### src/rtl/am_query_scheduler_pkg.sv
// Shared widths, defaults and state encoding for the AM query scheduler.
package am_query_scheduler_pkg;

    localparam int HV_DIMENSION       = 64;
    localparam int LABEL_WIDTH        = 4;
    localparam int DISTANCE_WIDTH     = 8;
    localparam int AMS_NUM_REQ        = 3;
    localparam int AMS_TIMEOUT_CYCLES = 1024;

    typedef enum logic [1:0] {
        ST_ARBITRATE     = 2'd0,
        ST_SEND_QUERY    = 2'd1,
        ST_WAIT_RESULT   = 2'd2,
        ST_OUTPUT_STABLE = 2'd3
    } ams_state_e;

    // Bits needed to index n items, never less than one.
    function automatic int ceil_log2(input int n);
        int r;
        r = 0;
        for (int i = 0; i < 31; i++) begin
            if ((1 << i) < n) r = i + 1;
        end
        return (r < 1) ? 1 : r;
    endfunction

endpackage

### src/rtl/am_query_scheduler_rr_arbiter.sv
// Combinational round-robin picker: first valid request at or above pointer.
module am_query_scheduler_rr_arbiter #(
    parameter int NUM_REQ  = 3,
    parameter int ID_WIDTH = 2
) (
    input  logic [NUM_REQ-1:0]  req,
    input  logic [ID_WIDTH-1:0] pointer,
    output logic [NUM_REQ-1:0]  grant_onehot,
    output logic [ID_WIDTH-1:0] grant_id,
    output logic                any
);

    logic [ID_WIDTH:0]   sum;
    logic [ID_WIDTH-1:0] idx;

    always_comb begin
        grant_onehot = '0;
        grant_id     = '0;
        any          = 1'b0;
        sum          = '0;
        idx          = '0;
        for (int off = 0; off < NUM_REQ; off++) begin
            sum = {1'b0, pointer} + (ID_WIDTH+1)'(off);
            if (sum >= (ID_WIDTH+1)'(NUM_REQ)) begin
                sum = sum - (ID_WIDTH+1)'(NUM_REQ);
            end
            idx = sum[ID_WIDTH-1:0];
            if (!any && req[idx]) begin
                any               = 1'b1;
                grant_id          = idx;
                grant_onehot[idx] = 1'b1;
            end
        end
    end

endmodule

### src/rtl/am_query_scheduler.sv
// Shares one associative memory between several query producers,
// round-robin, returning tagged results and flagging lost AM responses.
module am_query_scheduler
    import am_query_scheduler_pkg::*;
#(
    parameter int NUM_REQ        = AMS_NUM_REQ,
    parameter int ID_WIDTH       = ceil_log2(NUM_REQ),
    parameter int TIMEOUT_CYCLES = AMS_TIMEOUT_CYCLES
) (
    input  logic                              Clk_CI,
    input  logic                              Reset_RI,
    input  logic [NUM_REQ-1:0]                ReqValid_SI,
    output logic [NUM_REQ-1:0]                ReqReady_SO,
    input  logic [NUM_REQ*HV_DIMENSION-1:0]   ReqHypervector_DI,
    output logic                              AmValid_SO,
    input  logic                              AmReady_SI,
    output logic [HV_DIMENSION-1:0]           AmHypervector_DO,
    input  logic                              AmValid_SI,
    output logic                              AmReady_SO,
    input  logic [LABEL_WIDTH-1:0]            AmLabel_A_DI,
    input  logic [LABEL_WIDTH-1:0]            AmLabel_V_DI,
    input  logic [DISTANCE_WIDTH-1:0]         AmDistance_A_DI,
    input  logic [DISTANCE_WIDTH-1:0]         AmDistance_V_DI,
    output logic                              ValidOut_SO,
    input  logic                              ReadyIn_SI,
    output logic [ID_WIDTH-1:0]               ReqIdOut_DO,
    output logic [LABEL_WIDTH-1:0]            LabelOut_A_DO,
    output logic [LABEL_WIDTH-1:0]            LabelOut_V_DO,
    output logic [DISTANCE_WIDTH-1:0]         DistanceOut_A_DO,
    output logic [DISTANCE_WIDTH-1:0]         DistanceOut_V_DO,
    output logic                              TimeoutErr_SO
);

    localparam int WD_W = ceil_log2(TIMEOUT_CYCLES);

    ams_state_e state_q, state_d;

    logic [NUM_REQ-1:0]      gnt_oh;
    logic [ID_WIDTH-1:0]     gnt_id;
    logic                    gnt_any;
    logic [ID_WIDTH-1:0]     ptr_q;
    logic [ID_WIDTH-1:0]     tag_q;
    logic [HV_DIMENSION-1:0] query_q;
    logic [WD_W-1:0]         wd_q;
    logic                    wd_expired;
    logic                    err_q;
    logic [LABEL_WIDTH-1:0]  lab_a_q, lab_v_q;
    logic [DISTANCE_WIDTH-1:0] dist_a_q, dist_v_q;
    logic [HV_DIMENSION-1:0] req_hv [NUM_REQ];

    for (genvar g = 0; g < NUM_REQ; g++) begin : g_slice
        assign req_hv[g] = ReqHypervector_DI[g*HV_DIMENSION +: HV_DIMENSION];
    end

    am_query_scheduler_rr_arbiter #(
        .NUM_REQ  (NUM_REQ),
        .ID_WIDTH (ID_WIDTH)
    ) u_arb (
        .req          (ReqValid_SI),
        .pointer      (ptr_q),
        .grant_onehot (gnt_oh),
        .grant_id     (gnt_id),
        .any          (gnt_any)
    );

    assign wd_expired = (wd_q == WD_W'(TIMEOUT_CYCLES - 1));

    always_ff @(posedge Clk_CI) begin
        if (Reset_RI) state_q <= ST_ARBITRATE;
        else          state_q <= state_d;
    end

    always_comb begin
        state_d = state_q;
        case (state_q)
            ST_ARBITRATE:     if (gnt_any) state_d = ST_SEND_QUERY;
            ST_SEND_QUERY:    if (AmReady_SI) state_d = ST_WAIT_RESULT;
            ST_WAIT_RESULT: begin
                if (AmValid_SI)      state_d = ST_OUTPUT_STABLE;
                else if (wd_expired) state_d = ST_ARBITRATE;
            end
            ST_OUTPUT_STABLE: if (ReadyIn_SI) state_d = ST_ARBITRATE;
        endcase
    end

    // Handshakes are masked during reset so nothing is accepted or issued.
    always_comb begin
        ReqReady_SO = '0;
        AmValid_SO  = 1'b0;
        AmReady_SO  = 1'b0;
        ValidOut_SO = 1'b0;
        if (!Reset_RI) begin
            case (state_q)
                ST_ARBITRATE:     ReqReady_SO = gnt_oh;
                ST_SEND_QUERY:    AmValid_SO  = 1'b1;
                ST_WAIT_RESULT:   AmReady_SO  = 1'b1;
                ST_OUTPUT_STABLE: ValidOut_SO = 1'b1;
            endcase
        end
    end

    always_ff @(posedge Clk_CI) begin
        if (Reset_RI) begin
            ptr_q    <= '0;
            tag_q    <= '0;
            query_q  <= '0;
            wd_q     <= '0;
            err_q    <= 1'b0;
            lab_a_q  <= '0;
            lab_v_q  <= '0;
            dist_a_q <= '0;
            dist_v_q <= '0;
        end else begin
            case (state_q)
                ST_ARBITRATE: begin
                    if (gnt_any) begin
                        query_q <= req_hv[gnt_id];
                        tag_q   <= gnt_id;
                        ptr_q   <= (gnt_id == ID_WIDTH'(NUM_REQ - 1)) ?
                                   '0 : gnt_id + ID_WIDTH'(1);
                    end
                end
                ST_SEND_QUERY: if (AmReady_SI) wd_q <= '0;
                ST_WAIT_RESULT: begin
                    if (AmValid_SI) begin
                        lab_a_q  <= AmLabel_A_DI;
                        lab_v_q  <= AmLabel_V_DI;
                        dist_a_q <= AmDistance_A_DI;
                        dist_v_q <= AmDistance_V_DI;
                    end else begin
                        wd_q <= wd_q + WD_W'(1);
                        if (wd_expired) err_q <= 1'b1;
                    end
                end
                default: ;
            endcase
        end
    end

    assign AmHypervector_DO = query_q;
    assign ReqIdOut_DO      = tag_q;
    assign LabelOut_A_DO    = lab_a_q;
    assign LabelOut_V_DO    = lab_v_q;
    assign DistanceOut_A_DO = dist_a_q;
    assign DistanceOut_V_DO = dist_v_q;
    assign TimeoutErr_SO    = err_q;

endmodule

### config.mk
export PLATFORM = sky130hd
export DESIGN_NAME = am_query_scheduler
export DESIGN_NICKNAME = d
export VERILOG_FILES = /design/src/rtl/am_query_scheduler_pkg.sv /design/src/rtl/am_query_scheduler_rr_arbiter.sv /design/src/rtl/am_query_scheduler.sv
export SDC_FILE = /design/constraint.sdc
export NUM_CORES = 1
export LEC_CHECK = 0
export ABC_AREA = 0
export ABC_CLOCK_PERIOD_IN_PS = 3100
export CAP_MARGIN = 20
export CELL_PAD_IN_SITES_DETAIL_PLACEMENT = 0
export CELL_PAD_IN_SITES_GLOBAL_PLACEMENT = 1
export CORE_AREA = 3 3 125 127
export CTS_BUF_LIST = sky130_fd_sc_hd__clkbuf_8
export DETAILED_ROUTE_END_ITERATION = 12
export DIE_AREA = 0 0 128 130
export DONT_BUFFER_PORTS = 1
export PLACE_DENSITY_LB_ADDON = 0.1
export SYNTH_ARGS = -nofsm -noshare
export SYNTH_HDL_FRONTEND = slang
export SYNTH_SLANG_ARGS = --single-unit
### constraint.sdc
create_clock -name Clk_CI -period 3.1 [get_ports Clk_CI]
set_input_delay 0.62 -clock Clk_CI [delete_from_list [all_inputs] [get_ports Clk_CI]]
set_output_delay 0.62 -clock Clk_CI [all_outputs]
set_load 0.05 [all_outputs]
==> impl_metrics.toml <==
[run_status]
status = "finished clean"

[power]
power.total_uw = 9760
p_clk_share_pct = 9.8
switching_share_pct = 56.8
p_int_uw = 4210
power_frac_comb_pct = 51.9
vdd_ir_drop_max_mv = 0.721
leakage_uw = 0.00206
seqPwrFrac_pct = 38.3
powerDensity_mw_per_mm2 = 1610
p_sw_uw = 5550

[yosys]
async_reset_ff_share_pct = 0
synth-edff-count = 0
syn-num-nets = 855
synthTopCellsByCount = "126 x nand2_1, 105 x dfxtp_1, 75 x nor2_1"
synth_ff_type = "dfxtp_1"
syn_avg_cell_area_um2 = 9.11
ys_seq_area_share_pct = 36.9
synth_warnings = 0
synth_top_area_share_pct = 36.9
synth.distinct_cells = 47
syn_area_mm2 = 0.00570
syn_inst = 626
synth_top_cell_by_area = "dfxtp_1"
synthMostInstantiatedCell = "nand2_1"
synth_seq_cells = 105
yosys-top-cells-area = "dfxtp_1 37%, a221oi_2 13%, a211oi_2 11%, nand2_1 8.3%, nor2_1 4.9%"

[setup_path]
rrSetupSlack_ns = 0.40
criticalPathCategory = "reg2out"
cp_max_fo = 9
cp-start-kind = "flip-flop"
worstSetupEndpointType = "output port"
cp.required_ns = 2.48
arrival_ns = 2.33

[finish]
final_cells = 787
fin_nets = 827
finalInstanceArea_mm2 = 0.00606
layout-drive-gt1-share_pct = 25.5
syn_to_final_growth_pct = 6.30
n_antenna_cell = 0
fin_util_pct = 41.7

[clock_network]
numCtsBuffers = 9
h-tree-depth = 3
cts_hold_buffers = 0
max-clock-path-buffers = 2
clock-sinks = 105
cts_tree = "built"
worst_skew_pair.late_latency_ns = 0.38
clock-root-buffer = "clkbuf_8"
cts.clk_slew.worst_paths_ns = 0.10

[floorplanning]
core.rowCount = 44
io-pin-count = 321
core_area_mm2 = 0.0145
fp.dieH_um = 130
die_w_um = 128
dieArea_mm2 = 0.0166
start_util_pct = 39.2

[routing]
postRouteAntennaNets = 0
wire_per_inst_um = 22.6
drtIter0Drc = 309
drcViolationCount = 0
vias = 4661
first_pass_iters = 4
wirelength_mm = 17.8
viasPerCell = 5.92

[global_route]
grt_max_degree = 104
grt-ovfl-total = 0
grt_antenna_before_repair = 0
gr-usage-all-layers_pct = 19.7
grt_first_pass_wirelength_mm = 25.8
grt_pass1_vias = 4574

[timing]
slew_headroom_pct = 40.3
slew_viol_final = 0
tns_ns = 0
finClkSkew_ns = 0.00684
fin_crit_sh_pct = 95.1
finalHoldViolations = 0
finalSetupViolCount = 0
tightest_slew_ns = 0.892
fin_crit_ns = 2.95
max_clock_freq_ghz = 0.339

[place]
dp_cells = 771
gp_congestion = 0.781
portBuffers = 0
post_dp_cell_area_mm2 = 0.00581
hpwl_mm = 13.1

[min_path]
hp-class = "in2reg"

[flow_run]
drv_cap = 0
[worst paths after layout]
path,from,end,depth (start not counted)
setup / recovery,ptr_q[1],ReqReady_SO[0],8
hold / removal,Reset_RI,wd_q[1],1
setup reg to reg,ptr_q[1],AmHypervector_DO[17],9
hold reg to reg,wd_q[1],wd_q[1],2
[what timing repair did]
item / 4_1_cts / 5_1_grt
gates resized for setup: 3 / 6
setup endpoints to repair: 1 / 2
setup buffers: 0 / 0
[metal layers]
layer,vias to the layer above,GRT usage [%],wire length [um]
met5,-,0,0
met4,0,4.87,248
met3,16,8.43,1760
met2,208,33.3,8940
met1,2211,23.3,6800
li1,2226,-,-
[power by group through the flow]
stage | Combinational (uW) | Sequential, uW | Clock, uW
3_3_place_gp | 4910 | 3780 | 0
5_1_grt | 5510 | 3800 | 1030
4_1_cts | 5090 | 3740 | 988
6_report | 5070 | 3740 | 953
3_5_place_dp | 5070 | 3780 | 0
2_1_floorplan | 4310 | 3620 | 0
[flip-flops by register name, indices dropped and copies added (netlist names)]
| register | flops |
|---|---|
| ReqIdOut_DO | 2 |
| DistanceOut_A_DO | 8 |
| AmHypervector_DO | 64 |
| LabelOut_A_DO | 4 |
| wd_q | 10 |
| TimeoutErr_SO | 1 |
| LabelOut_V_DO | 4 |
| ptr_q | 2 |
| DistanceOut_V_DO | 8 |
| state_q | 2 |
[logic make-up (layout without fill, tap and decap cells)]
family	after synthesis	in the layout	share of synthesized area (%)
xor+xnor	5	5	0.768
fa+ha+maj	5	5	1.10
flops	105	105	36.9
compound gates	189	189	34.3
mux	5	5	1.07
buf+inv	61	38	6.76
simple gates	256	256	19.1
[layout by cell type (no fill, tap or decap), drive strengths merged, types with 2 or more instances in the layout]
cell type  synthesis  final
xor2               5      5
bufinv             0      2
nor2              75     75
o211ai             9      9
a21oi             37     37
nand2b             3      3
mux2               3      3
a211oi            57     57
buf               29     18
nand2            126    126
mux2i              2      2
and2              11     11
ha                 5      5
inv                4      6
clkbuf            28      9
nand3             18     18
o21ai              8      8
nand3b             2      2
a31oi             10     10
nand4              3      3
or3                4      4
nor3b              2      2
clkinv             0      3
o21a               3      3
nor2b              4      4
a221oi            58     58
nor3               3      3
dfxtp            105    105
[metrics by stage]
step                hold WS (ns)  worst slack, ns
global placement           0.456            0.405
global route               0.257          -0.0193
CTS                        0.275          0.00344
floorplan                  0.449            0.180
detailed placement         0.459            0.315
finish                     0.298            0.150
[critical path: stages, from the launching register on]
cell and delay (ns):
dfxtp_4 0.38, inv_1 0.12, ha_4 0.20, nand2b_1 0.17
a21o_1 0.21, nand2_1 0.10, o21a_1 0.22, a2111oi_4 0.36
buf_6 0.21
[final cells by class]
class | instances | area [um2]
fillers | 1440 | 8470
multi-input cells | 460 | 3290
flip-flops and latches | 105 | 2110
well taps | 184 | 230
repair buffers | 18 | 201
clock buffers | 9 | 124
clock inverters | 7 | 92.6
inverters | 4 | 15.0
No activity file was read; power rests on OpenSTA's default activity.
